[config.mk]
export PLATFORM = sky130hd
export DESIGN_NAME = tlk2711_rx_frame_parser
export DESIGN_NICKNAME = d
export VERILOG_FILES = /design/src/rtl/tlk2711_rx_frame_parser.sv
export SDC_FILE = /design/constraint.sdc
export NUM_CORES = 1
export LEC_CHECK = 0
export ABC_AREA = 1
export BUFFER_PORTS_ARGS = -buffer_cell sky130_fd_sc_hd__buf_2
export CORE_ASPECT_RATIO = 0.9
export CORE_MARGIN = 3
export CORE_UTILIZATION = 61
export CTS_BUF_LIST = sky130_fd_sc_hd__clkbuf_2
export CTS_CLUSTER_DIAMETER = 80
export DETAILED_ROUTE_END_ITERATION = 12
export PLACE_DENSITY = 0.92
export SLEW_MARGIN = 30
export SYNTH_ARGS = -nofsm -noshare
export SYNTH_HDL_FRONTEND = slang
export SYNTH_SLANG_ARGS = --single-unit
[constraint.sdc]
create_clock -name clk -period 3.9 [get_ports clk]
set_input_delay 0.195 -clock clk [delete_from_list [all_inputs] [get_ports clk]]
set_output_delay 0.195 -clock clk [all_outputs]
set_load 0.005 [all_outputs]
[src/rtl/tlk2711_rx_frame_parser.sv]
// TLK2711 RX frame parser: hunts SOF/EOF delimiters, strips LEN and CSUM words,
// streams payload with sof/last and keeps per-frame status plus saturating statistics.
module tlk2711_rx_frame_parser #(
  parameter int DATAWIDTH = 16,
  parameter int MAX_LEN   = 4096,
  parameter int LEN_W     = 13
) (
  input  logic                 clk,
  input  logic                 rst,
  input  logic                 i_soft_rst,
  input  logic                 i_rx_valid,
  input  logic [DATAWIDTH-1:0] i_rx_data,
  input  logic [1:0]           i_rx_k,
  output logic [DATAWIDTH-1:0] o_data,
  output logic                 o_valid,
  output logic                 o_sof,
  output logic                 o_last,
  output logic                 o_frame_done,
  output logic                 o_frame_ok,
  output logic [3:0]           o_err_flags,
  input  logic [3:0]           i_err_clr,
  output logic [31:0]          o_frame_cnt,
  output logic [15:0]          o_err_cnt
);

  localparam logic [2:0] ST_HUNT    = 3'd0;
  localparam logic [2:0] ST_LEN     = 3'd1;
  localparam logic [2:0] ST_PAYLOAD = 3'd2;
  localparam logic [2:0] ST_CSUM    = 3'd3;
  localparam logic [2:0] ST_EOF_CHK = 3'd4;

  localparam logic [DATAWIDTH-1:0] W_SOF  = 16'h50FB;
  localparam logic [DATAWIDTH-1:0] W_EOF  = 16'h50FD;
  localparam logic [DATAWIDTH-1:0] W_IDLE = 16'hC5BC;
  localparam logic [DATAWIDTH-1:0] W_ZERO = 16'h0000;
  localparam logic [DATAWIDTH-1:0] W_MAX  = 16'(MAX_LEN);

  localparam logic [LEN_W-1:0] LEN_ZERO = LEN_W'(0);
  localparam logic [LEN_W-1:0] LEN_ONE  = LEN_W'(1);
  localparam logic [31:0]      FCNT_MAX = 32'hFFFF_FFFF;
  localparam logic [15:0]      ECNT_MAX = 16'hFFFF;

  localparam int E_LEN  = 0;
  localparam int E_CTRL = 1;
  localparam int E_CSUM = 2;
  localparam int E_EOF  = 3;

  logic [2:0]           state_q, state_d;
  logic [LEN_W-1:0]     len_q, len_d;
  logic [LEN_W-1:0]     cnt_q, cnt_d;
  logic [DATAWIDTH-1:0] sum_q, sum_d;
  logic                 bad_q, bad_d;
  logic [DATAWIDTH-1:0] data_q, data_d;
  logic                 valid_q, valid_d;
  logic                 sof_q, sof_d;
  logic                 last_q, last_d;
  logic                 done_q, done_d;
  logic                 ok_q, ok_d;
  logic [3:0]           flags_q, flags_d;
  logic [31:0]          fcnt_q, fcnt_d;
  logic [15:0]          ecnt_q, ecnt_d;
  logic [3:0]           err_set;

  logic w_k01, w_sof, w_eof, w_idle, w_data, len_ok, is_last;

  assign w_k01   = i_rx_valid && (i_rx_k == 2'b01);
  assign w_sof   = w_k01 && (i_rx_data == W_SOF);
  assign w_eof   = w_k01 && (i_rx_data == W_EOF);
  assign w_idle  = w_k01 && (i_rx_data == W_IDLE);
  assign w_data  = i_rx_valid && (i_rx_k == 2'b00);
  assign len_ok  = (i_rx_data != W_ZERO) && (i_rx_data <= W_MAX);
  assign is_last = (cnt_q == (len_q - LEN_ONE));

  // Frame FSM, payload datapath, status and statistics next-state
  always_comb begin
    state_d = state_q;
    len_d   = len_q;
    cnt_d   = cnt_q;
    sum_d   = sum_q;
    bad_d   = bad_q;
    data_d  = data_q;
    valid_d = 1'b0;
    sof_d   = 1'b0;
    last_d  = 1'b0;
    done_d  = 1'b0;
    ok_d    = 1'b0;
    err_set = 4'b0000;

    if (i_rx_valid) begin
      case (state_q)
        ST_HUNT: begin
          if (w_sof) begin
            state_d = ST_LEN;
          end else begin
            state_d = ST_HUNT;
          end
        end
        ST_LEN: begin
          if (w_data) begin
            if (len_ok) begin
              len_d   = i_rx_data[LEN_W-1:0];
              cnt_d   = LEN_ZERO;
              sum_d   = W_ZERO;
              bad_d   = 1'b0;
              state_d = ST_PAYLOAD;
            end else begin
              err_set[E_LEN] = 1'b1;
              done_d         = 1'b1;
              state_d        = ST_HUNT;
            end
          end else if (w_sof) begin
            state_d = ST_LEN;
          end else begin
            err_set[E_CTRL] = 1'b1;
            done_d          = 1'b1;
            state_d         = ST_HUNT;
          end
        end
        ST_PAYLOAD: begin
          if (w_data) begin
            data_d  = i_rx_data;
            valid_d = 1'b1;
            sof_d   = (cnt_q == LEN_ZERO);
            last_d  = is_last;
            sum_d   = sum_q + i_rx_data;
            cnt_d   = cnt_q + LEN_ONE;
            if (is_last) begin
              state_d = ST_CSUM;
            end else begin
              state_d = ST_PAYLOAD;
            end
          end else begin
            // Any K word aborts; a SOF resyncs straight into the next frame
            err_set[E_CTRL] = 1'b1;
            done_d          = 1'b1;
            if (w_sof) begin
              state_d = ST_LEN;
            end else begin
              state_d = ST_HUNT;
            end
          end
        end
        ST_CSUM: begin
          if (w_data) begin
            if (i_rx_data != sum_q) begin
              err_set[E_CSUM] = 1'b1;
              bad_d           = 1'b1;
            end else begin
              bad_d = bad_q;
            end
            state_d = ST_EOF_CHK;
          end else begin
            err_set[E_CTRL] = 1'b1;
            done_d          = 1'b1;
            if (w_sof) begin
              state_d = ST_LEN;
            end else begin
              state_d = ST_HUNT;
            end
          end
        end
        ST_EOF_CHK: begin
          done_d = 1'b1;
          if (w_eof) begin
            ok_d    = !bad_q;
            state_d = ST_HUNT;
          end else begin
            err_set[E_EOF] = 1'b1;
            if (w_sof) begin
              state_d = ST_LEN;
            end else begin
              state_d = ST_HUNT;
            end
          end
        end
        default: begin
          state_d = ST_HUNT;
        end
      endcase
    end else begin
      state_d = state_q;
    end

    // Set wins over a same-cycle clear
    flags_d = (flags_q & ~i_err_clr) | err_set;

    if (done_d && ok_d && (fcnt_q != FCNT_MAX)) begin
      fcnt_d = fcnt_q + 32'd1;
    end else begin
      fcnt_d = fcnt_q;
    end

    if (done_d && !ok_d && (ecnt_q != ECNT_MAX)) begin
      ecnt_d = ecnt_q + 16'd1;
    end else begin
      ecnt_d = ecnt_q;
    end

    if (i_soft_rst) begin
      state_d = ST_HUNT;
      len_d   = LEN_ZERO;
      cnt_d   = LEN_ZERO;
      sum_d   = W_ZERO;
      bad_d   = 1'b0;
      data_d  = W_ZERO;
      valid_d = 1'b0;
      sof_d   = 1'b0;
      last_d  = 1'b0;
      done_d  = 1'b0;
      ok_d    = 1'b0;
      flags_d = 4'b0000;
      fcnt_d  = 32'd0;
      ecnt_d  = 16'd0;
    end else begin
      state_d = state_d;
    end
  end

  // State and output registers
  always_ff @(posedge clk or posedge rst) begin
    if (rst) begin
      state_q <= ST_HUNT;
      len_q   <= LEN_ZERO;
      cnt_q   <= LEN_ZERO;
      sum_q   <= W_ZERO;
      bad_q   <= 1'b0;
      data_q  <= W_ZERO;
      valid_q <= 1'b0;
      sof_q   <= 1'b0;
      last_q  <= 1'b0;
      done_q  <= 1'b0;
      ok_q    <= 1'b0;
      flags_q <= 4'b0000;
      fcnt_q  <= 32'd0;
      ecnt_q  <= 16'd0;
    end else begin
      state_q <= state_d;
      len_q   <= len_d;
      cnt_q   <= cnt_d;
      sum_q   <= sum_d;
      bad_q   <= bad_d;
      data_q  <= data_d;
      valid_q <= valid_d;
      sof_q   <= sof_d;
      last_q  <= last_d;
      done_q  <= done_d;
      ok_q    <= ok_d;
      flags_q <= flags_d;
      fcnt_q  <= fcnt_d;
      ecnt_q  <= ecnt_d;
    end
  end

  assign o_data       = data_q;
  assign o_valid      = valid_q;
  assign o_sof        = sof_q;
  assign o_last       = last_q;
  assign o_frame_done = done_q;
  assign o_frame_ok   = ok_q;
  assign o_err_flags  = flags_q;
  assign o_frame_cnt  = fcnt_q;
  assign o_err_cnt    = ecnt_q;

endmodule

==> results.txt, run 1 <==
----------------------------------------------------
[Layout]
  Area used by multi-input combinational logic ... 0.00438 mm2
  FF/Latch Area ... ~0.0030 mm2
  Count of antenna diodes in the layout ... 0
  Area overhead of the layout relative to synthesis ... 13.2%
  Final instance area ... 0.00917 mm2
  Fillers ... about 1000
  Net count of the finished layout ... 1301
  Fraction of layout cells with a size suffix above 1 ... between 10% and 20%

[Place]
  Final weighted congestion in routability-driven placement ... 1.03
  Dpl hpwl ... 15700 um
  Placed inst area ... 0.00866 mm2
  Count of port buffers added during placement ... around 100

[STA]
  Max Clk Rate ... roughly 0.36 GHz
  Setup violations, final ... 0
  Final Critical Period ... approximately 2.8 ns
  Endpoints failing hold ... 0
  Worst slew margin ... between 40 and 50%
  Count of final max-slew check failures ... 0
  Worst slew pin tran ... about 0.8 ns
  Post-Route Setup TNS ... 0 ns
  Worst Skew ... 0.0355 ns
  Crit share post-route ... 70.6%
  Unrepaired setup endpoints after global routing ... false

[Yosys]
  Post-Synthesis Cells ... 1139
  Number of warnings reported in the yosys synthesis log ... 0
  Number of synthesized flops with an enable pin ... 0
  Leading post-synthesis cells by cell area ... dfrtp_1 (37%), nand2_1 (14%), nand3_1 (8.5%), inv_1 (5.8%), nor2_1 (4.5%)
  Most used flip-flop cell after synthesis ... dfrtp_1
  Number of nets in the synthesized netlist ... 1186
  Number of unique standard cell types used by synthesis ... 50
  Most numerous cell types in the synthesized netlist ... nand2_1 (296), nand3_1 (138), inv_1 (125)
  Yosys top cell area share ... 36.7%
  Async SR Flop Fraction ... 100%
  Number of register bits inferred by synthesis ... 119
  Mean instance size in the synthesized netlist ... around 7.1 um2
  Library cell with the highest instance count after synthesis ... nand2_1
  Sequential fraction of the synthesis area ... 36.7%
  Library cell with the largest summed area after synthesis ... dfrtp_1
  Total standard cell area after synthesis ... 0.00810 mm2

[Power and ir drop]
  Portion of total power attributed to the clock network ... 34.9%
  Proportion of power drawn by combinational gates ... 7.7%
  Total power divided by cell area ... 235 mW/mm2
  Net switching power ... 637 uW
  Total internal power ... approximately 1.5 mW
  Worst supply voltage drop on vdd ... 0.298 mV
  Sw Ratio ... 29.5%
  Leak pwr ... 4.82 nW
  Sequential power share ... 57.4%

[Die]
  Chip Width ... 127 um
  Cell row count ... 39
  Core box area ... 0.0128 mm2
  Vertical die dimension ... 115 um
  Die outline area ... 0.0147 mm2
  Initial Util ... 63.1%
  # IOs ... 99

[Setup path]
  Category of the critical setup timing path ... reg2reg
  Req. time, crit path ... about 4.5 ns
  Worst reg2reg setup slack ... 1.15 ns
  Worst-case reg-to-reg path depth ... 17
  Data arrival, critical path ... 3.38 ns
  Endpoint class of the critical path ... register
  Critical path launch point type ... register
  Capture instance of the worst register-to-register path ... state_q[0]
  Critical path peak fanout ... 6
  Worst R2R Start ... len_q[3]

[GRT]
  First-pass GRT wire length ... between 30000 and 40000 um
  Pin count of the biggest net entering global routing ... between 100 and 150
  Total overflow reported by the global router ... 0
  Number of global-route vias before repair ... 7551
  Global-route total usage across every layer ... a little under a third
  Number of antenna violations at the first check in global routing ... 0

[Clock network]
  Total of cells resized after clock tree synthesis ... 0
  Number of levels in the clock H-tree ... 4
  Inserted Clock Buffers ... 17
  CTS sink count ... about 120
  Clock-pin slew reported for the worst setup and hold paths after clock tree synthesis ... 0.21 ns
  Total setup buffers inserted after CTS ... 0
  Worst skew pair latency ... 0.76 ns
  Root buffer cell ... clkbuf_2
  Buffers from clock root to sink, at most ... 2
  TritonCTS clock tree ... done

[Run status]
  Result of the run ... complete, no violations

[Detailed routing]
  Starting DRC count in detailed routing ... between 1000 and 1500
  Via density per instance ... 5.79
  Total iterations of the first detailed-routing run ... 6
  Antenna Violating Nets Remaining ... 0
  Sum of routed wire length over all layers ... about 22000 um
  Number of design rule violations left after detail routing ... 0
  Average detailed-routed wire length per instance ... 15.4 um
  Vias ... 8287

[Hold path]
  Hold WC Path Type ... in2async

[Run]
  Total of max-cap violations ... 0

----------------------------------------------------
==> layout by cell type (no fill, tap or decap), drive strengths merged, types with 17 or more instances in the layout <==
cell type / n
xnor2: 18
nand2: 303
clkbuf: 17
nand3: 142
o21ai: 77
ha: 20
buf: 102
xor2: 37
a21oi: 21
nor4: 23
nor2: 113
inv: 143
nand4: 29
dfrtp: 119
dlygate4sd3: 30
nor3: 30
==> worst max path at each step <==
stage	startpoint	end	slack [ns]	cells after the start
3_3_place_gp	i_rx_data[10]	o_frame_cnt[3]	1.59	10
6_report	len_q[3]	state_q[0]	1.15	17
3_5_place_dp	i_rx_data[10]	o_frame_cnt[27]	1.55	10
2_1_floorplan	rst	bad_q	0.55	1
5_1_grt	len_q[3]	state_q[0]	0.97	17
4_1_cts	len_q[3]	state_q[0]	1.26	17
==> layout make-up <==
class	count	share of cell area, %
Tap cell	164	2.24
Inverter	142	5.88
Timing Repair Buffer	132	9.30
Multi-Input combinational cell	842	47.8
Sequential cell	119	32.5
Clock buffer	17	0.928
Clock inverter	15	1.42
==> power by group through the flow <==
stage	Combinational [mW]	Sequential, mW	Clock (mW)
6_report	0.166	1.24	0.752
4_1_cts	0.163	1.24	0.761
5_1_grt	0.183	1.24	0.819
3_5_place_dp	0.143	1.26	0
3_3_place_gp	0.137	1.26	0
2_1_floorplan	0.0943	1.26	0
==> worst max-delay path, stage by stage (launching register included) <==
cell and delay [ns]:
dfrtp_1 0.53, nor2_1 0.18, nand2_1 0.07, nor2_1 0.33, inv_1 0.15, nand2_1 0.11
nand2_1 0.05, nand2_1 0.05, nand2_1 0.05, nand2_1 0.05, nor2_1 0.04, nand2_1 0.16
nand2_1 0.07, nand2_1 0.08, nand2_1 0.06, nand2_1 0.05, nand2_1 0.04, dlygate4sd3_1 0.55
==> timing repair <==
item,4_1_cts,5_1_grt
hold buffers,30,0
endpoints found under the hold margin,172,0
endpoints found under the setup margin,0,0
==> through the flow <==
stage                     hold WS (ns)  setup WS (ns)  total power, mW  cells  utilization (%)
after floorplan                  0.350          0.548             1.35   1139                -
after global placement           0.399           1.59             1.40   1368             67.2
after detailed placement         0.413           1.55             1.40   1369             67.4
after CTS                        0.109           1.26             2.16   1431             71.5
after global routing             0.141          0.967             2.24   1431             71.5
final                           0.0872           1.15             2.16   1431             71.5
==> sequential cells by signal, summed over array words and instances (netlist names) <==
name and cells:
bad_q 1, o_err_flags 4, len_q 13, o_last 1
o_data 16, o_frame_cnt 32, sum_q 16, o_err_cnt 16
state_q 3, o_frame_done 1, cnt_q 13, o_sof 1
o_frame_ok 1, o_valid 1
==> kinds of logic after synthesis <==
group	synth area share [%]
adder cells (fa/ha/maj)	3.33
AND/OR/NAND/NOR	36.8
AO/OA/AOI/OAI	8.01
flip-flops	36.7
XOR/XNOR	5.94
buffers and inverters	9.20
==> routing by layer <==
metal	track usage, %	part of all wire (%)
met5	0	0
met1	43.5	44
met4	9.51	2.0
met3	6.64	9.5
met2	47.7	45
Note: power is estimated with default switching activity, not from simulation.
==> run 2: changes to the inputs <==
==> constraint.sdc (replaced) <==
create_clock -name clk -period 2.77 [get_ports clk]
set_input_delay 0.1385 -clock clk [delete_from_list [all_inputs] [get_ports clk]]
set_output_delay 0.1385 -clock clk [all_outputs]
set_load 0.005 [all_outputs]
==> run 2 against run 1 <==
  * First-iteration DRC count down 21%
  * Final area is 0.25% higher
  * Clock skew down 0.0079 ns
  * Sequential share of layout area down 0.080 points
  * Clock-buffer cell count grew 1
  * Highest routed layer unchanged
  * Final cell count is 0.28% higher
  * Sequential cell count is the same
==> results.txt, run 2 (synthesized netlist as in run 1, its figures left out) <==
----------------------------------------------------
[Layout]
  Most common cell after layout, fill and taps aside ... nand2_1
  Area overhead of the layout relative to synthesis ... 13.4%
  Net count of the finished layout ... 1306 (+0.38%)
  FF/Latch Area ... 0.00298 mm2 (unchanged)
  Number of flip-flops in the largest register ... 32 (unchanged)
  Final std cells w/o fill ... 1435 (+0.28%)
  Fraction of layout cells with a size suffix above 1 ... 15.0% (+0.043 points)
  Fillers ... 1019 (-0.49%)
  Area used by multi-input combinational logic ... 0.00438 mm2 (unchanged)
  Most frequent cells in the layout ... nand2_1 (296), nand3_1 (138), inv_1 (124)

[Die]
  Vertical die dimension ... 115 um (unchanged)
  # IOs ... 99 (unchanged)
  Initial Util ... 63.1% (unchanged)
  Core box area ... 0.0128 mm2 (unchanged)
  Cell row count ... 39 (unchanged)
  Chip Width ... 127 um (unchanged)
  Die outline area ... 0.0147 mm2 (unchanged)

[Clock network]
  Total setup buffers inserted after CTS ... 0 (unchanged)
  Total of cells resized after clock tree synthesis ... 0 (unchanged)
  Worst skew pair latency ... 0.72 ns (-0.04 ns)
  Number of levels in the clock H-tree ... 4 (unchanged)
  Inserted Clock Buffers ... 17 (unchanged)
  Root buffer cell ... clkbuf_2
  Buffers from clock root to sink, at most ... 2 (unchanged)
  CTS sink count ... 119 (unchanged)
  Clock-pin slew reported for the worst setup and hold paths after clock tree synthesis ... 0.18 ns (-0.03 ns)
  TritonCTS clock tree ... done

[Setup path]
  Launching instance or port of the critical path ... i_rx_valid
  Crit path buffers/inverters ... 7 (+5)
  Critical path launch point type ... input pin
  Cell repeated most along the worst path ... inv_2
  Data arrival, critical path ... 3.03 ns (-0.35 ns)
  Capture instance of the worst register-to-register path ... o_frame_cnt[13]
  Worst reg2reg setup slack ... 0.38 ns (-0.77 ns)
  Category of the critical setup timing path ... in2reg
  Critical path peak fanout ... 31 (+25)
  Crit-path cells ... dlygate4sd3_1, buf_2, inv_2, nor3_4, dlygate4sd3_1, inv_2, nor2_2, inv_2, nor2_8, inv_2, o21ai_0
  Worst R2R Start ... o_frame_cnt[0]
  Crit path largest cell delay ... 0.65 ns (+0.10 ns)
  Family with the most delay on the worst path ... buffers and inverters
  Slowest stage cell on the critical path ... dlygate4sd3_1
  Endpoint class of the critical path ... register
  Req. time, crit path ... 3.36 ns (-1.17 ns)
  Worst-case reg-to-reg path depth ... 10 (-7)

[Detailed routing]
  Sum of routed wire length over all layers ... 22100 um (about the same)
  Starting DRC count in detailed routing ... 795 (-21%)
  Total iterations of the first detailed-routing run ... 5 (-1)
  Number of design rule violations left after detail routing ... 0 (unchanged)
  Via density per instance ... 5.68 (-1.9%)
  Antenna Violating Nets Remaining ... 0 (unchanged)
  Vias ... 8156 (-1.6%)
  Average detailed-routed wire length per instance ... 15.4 um (-0.20%)

[STA]
  Post-Route Setup TNS ... 0 ns (unchanged)
  Worst slew pin tran ... 0.709 ns (-0.0884 ns)
  Crit share post-route ... roughly nine tenths
  Setup violations, final ... 0 (unchanged)
  Worst slew margin ... 52.6% (+5.9 points)
  Unrepaired setup endpoints after global routing ... false
  Max Clk Rate ... 0.410 GHz
  Final Critical Period ... between 2 and 2.5 ns
  Endpoints failing hold ... 0 (unchanged)
  Worst Skew ... 0.0276 ns (-0.00793 ns)
  Count of final max-slew check failures ... 0 (unchanged)

[GRT]
  Pin count of the biggest net entering global routing ... 54 (-55%)
  Number of global-route vias before repair ... 7575 (+0.32%)
  GR Util met1 ... 42.2% (-1.2 points)
  Number of antenna violations at the first check in global routing ... 0 (unchanged)
  Most used routing layer in global routing ... met2
  Global-route total usage across every layer ... 30.9% (+0.13 points)
  Total overflow reported by the global router ... 0 (unchanged)
  Routing usage on met2 ... 48.9% (+1.2 points)
  First-pass GRT wire length ... 36400 um (-0.47%)
  Routing usage on met3 ... 6.50% (-0.14 points)

[Place]
  Final weighted congestion in routability-driven placement ... 0.975 (-5.8%)
  Dpl hpwl ... 15700 um (about the same)
  Instance count after placement with tap cells included ... 1373 (+0.29%)
  Count of port buffers added during placement ... 98 (unchanged)

[Power and ir drop]
  Proportion of power drawn by combinational gates ... 7.6% (about the same)
  Total power divided by cell area ... 339 mW/mm2 (+44%)
  Total internal power ... 2.29 mW (+51%)
  Sequential power share ... 55.9% (-1.5 points)
  Net switching power ... 823 uW (+29%)
  Sw Ratio ... 26.4% (-3.1 points)
  Worst supply voltage drop on vdd ... 0.298 mV (about the same)
  Portion of total power attributed to the clock network ... 36.5% (+1.6 points)
  Leak pwr ... 4.83 nW (+0.37%)

[Hold path]
  Startpoint of the worst hold path ... i_rx_data[8]
  Hold WC Path Type ... in2reg
  Worst hold path endpoint ... o_data[8]
  Number of cells on the worst hold path ... 4

[Run status]
  Result of the run ... complete, no violations

[Run]
  Total of max-cap violations ... 0 (unchanged)

----------------------------------------------------
==> run 2: cell types whose count changed in the layout (fill, tap and decap cells not counted), sizes merged <==
| cell | change |
|---|---|
| inv | -3 |
| buf | +4 |
| dlygate4sd3 | +1 |
| diode | +1 |
| bufinv | +2 |
| clkbuf | +1 |
| clkinv | -1 |
| clkinvlp | -1 |
==> run 2: worst max path at each step <==
stage | to | slack (ns) | depth (start not counted)
2_1_floorplan | sum_q[12] | 0.91 | 14
3_5_place_dp | o_frame_cnt[19] | 0.49 | 10
3_3_place_gp | o_data[4] | 0.56 | 10
6_report | o_data[4] | 0.33 | 11
4_1_cts | o_frame_cnt[13] | 0.44 | 10
5_1_grt | o_frame_cnt[17] | 0.18 | 10
==> run 2: metal layers <==
metal	wire length, um	vias to the layer above
li1	-	3976
met1	9680	3770
met2	10100	354
met3	1730	56
met4	550	0
met5	0	-
==> run 2: tightest hold or removal path, stage by stage <==
cell           delay, ns
dlygate4sd3_1       0.52
buf_2               0.14
inv_1               0.08
o21ai_1             0.07
==> run 2: power by group through the flow <==
stage          clock network (mW)  registers, mW  logic (mW)
4_1_cts                      1.14           1.74       0.232
2_1_floorplan                   0           1.77       0.133
5_1_grt                      1.22           1.74       0.262
3_3_place_gp                    0           1.77       0.199
3_5_place_dp                    0           1.77       0.202
6_report                     1.14           1.74       0.238
==> run 2: area by class of cell <==
type / count / area share (%)
Clock inverter: 12 / 1.48
Inverter: 142 / 5.88
Tap cell: 164 / 2.23
Timing Repair Buffer: 137 / 9.36
Multi-Input combinational cell: 842 / 47.6
Antenna cell: 1 / 0.0272
Clock buffer: 18 / 0.980
Sequential cell: 119 / 32.4
==> run 2: metrics by stage <==
step	setup slack [ns]	cell area (um2)	hold slack [ns]	utilization, %	total power, mW
final	0.331	9190	0.253	71.6	3.12
after global routing	0.185	9190	0.261	71.6	3.22
after CTS	0.443	9190	0.213	71.6	3.11
after detailed placement	0.495	8650	0.105	67.4	1.98
after global placement	0.561	8650	0.105	67.4	1.97
after floorplan	0.915	8110	0.293	-	1.91
==> run 2: repair_timing <==
| action | CTS | global route |
|---|---|---|
| hold endpoints to repair | 168 | 0 |
| endpoints found under the setup margin | 0 | 0 |
| hold buffers | 31 | 0 |
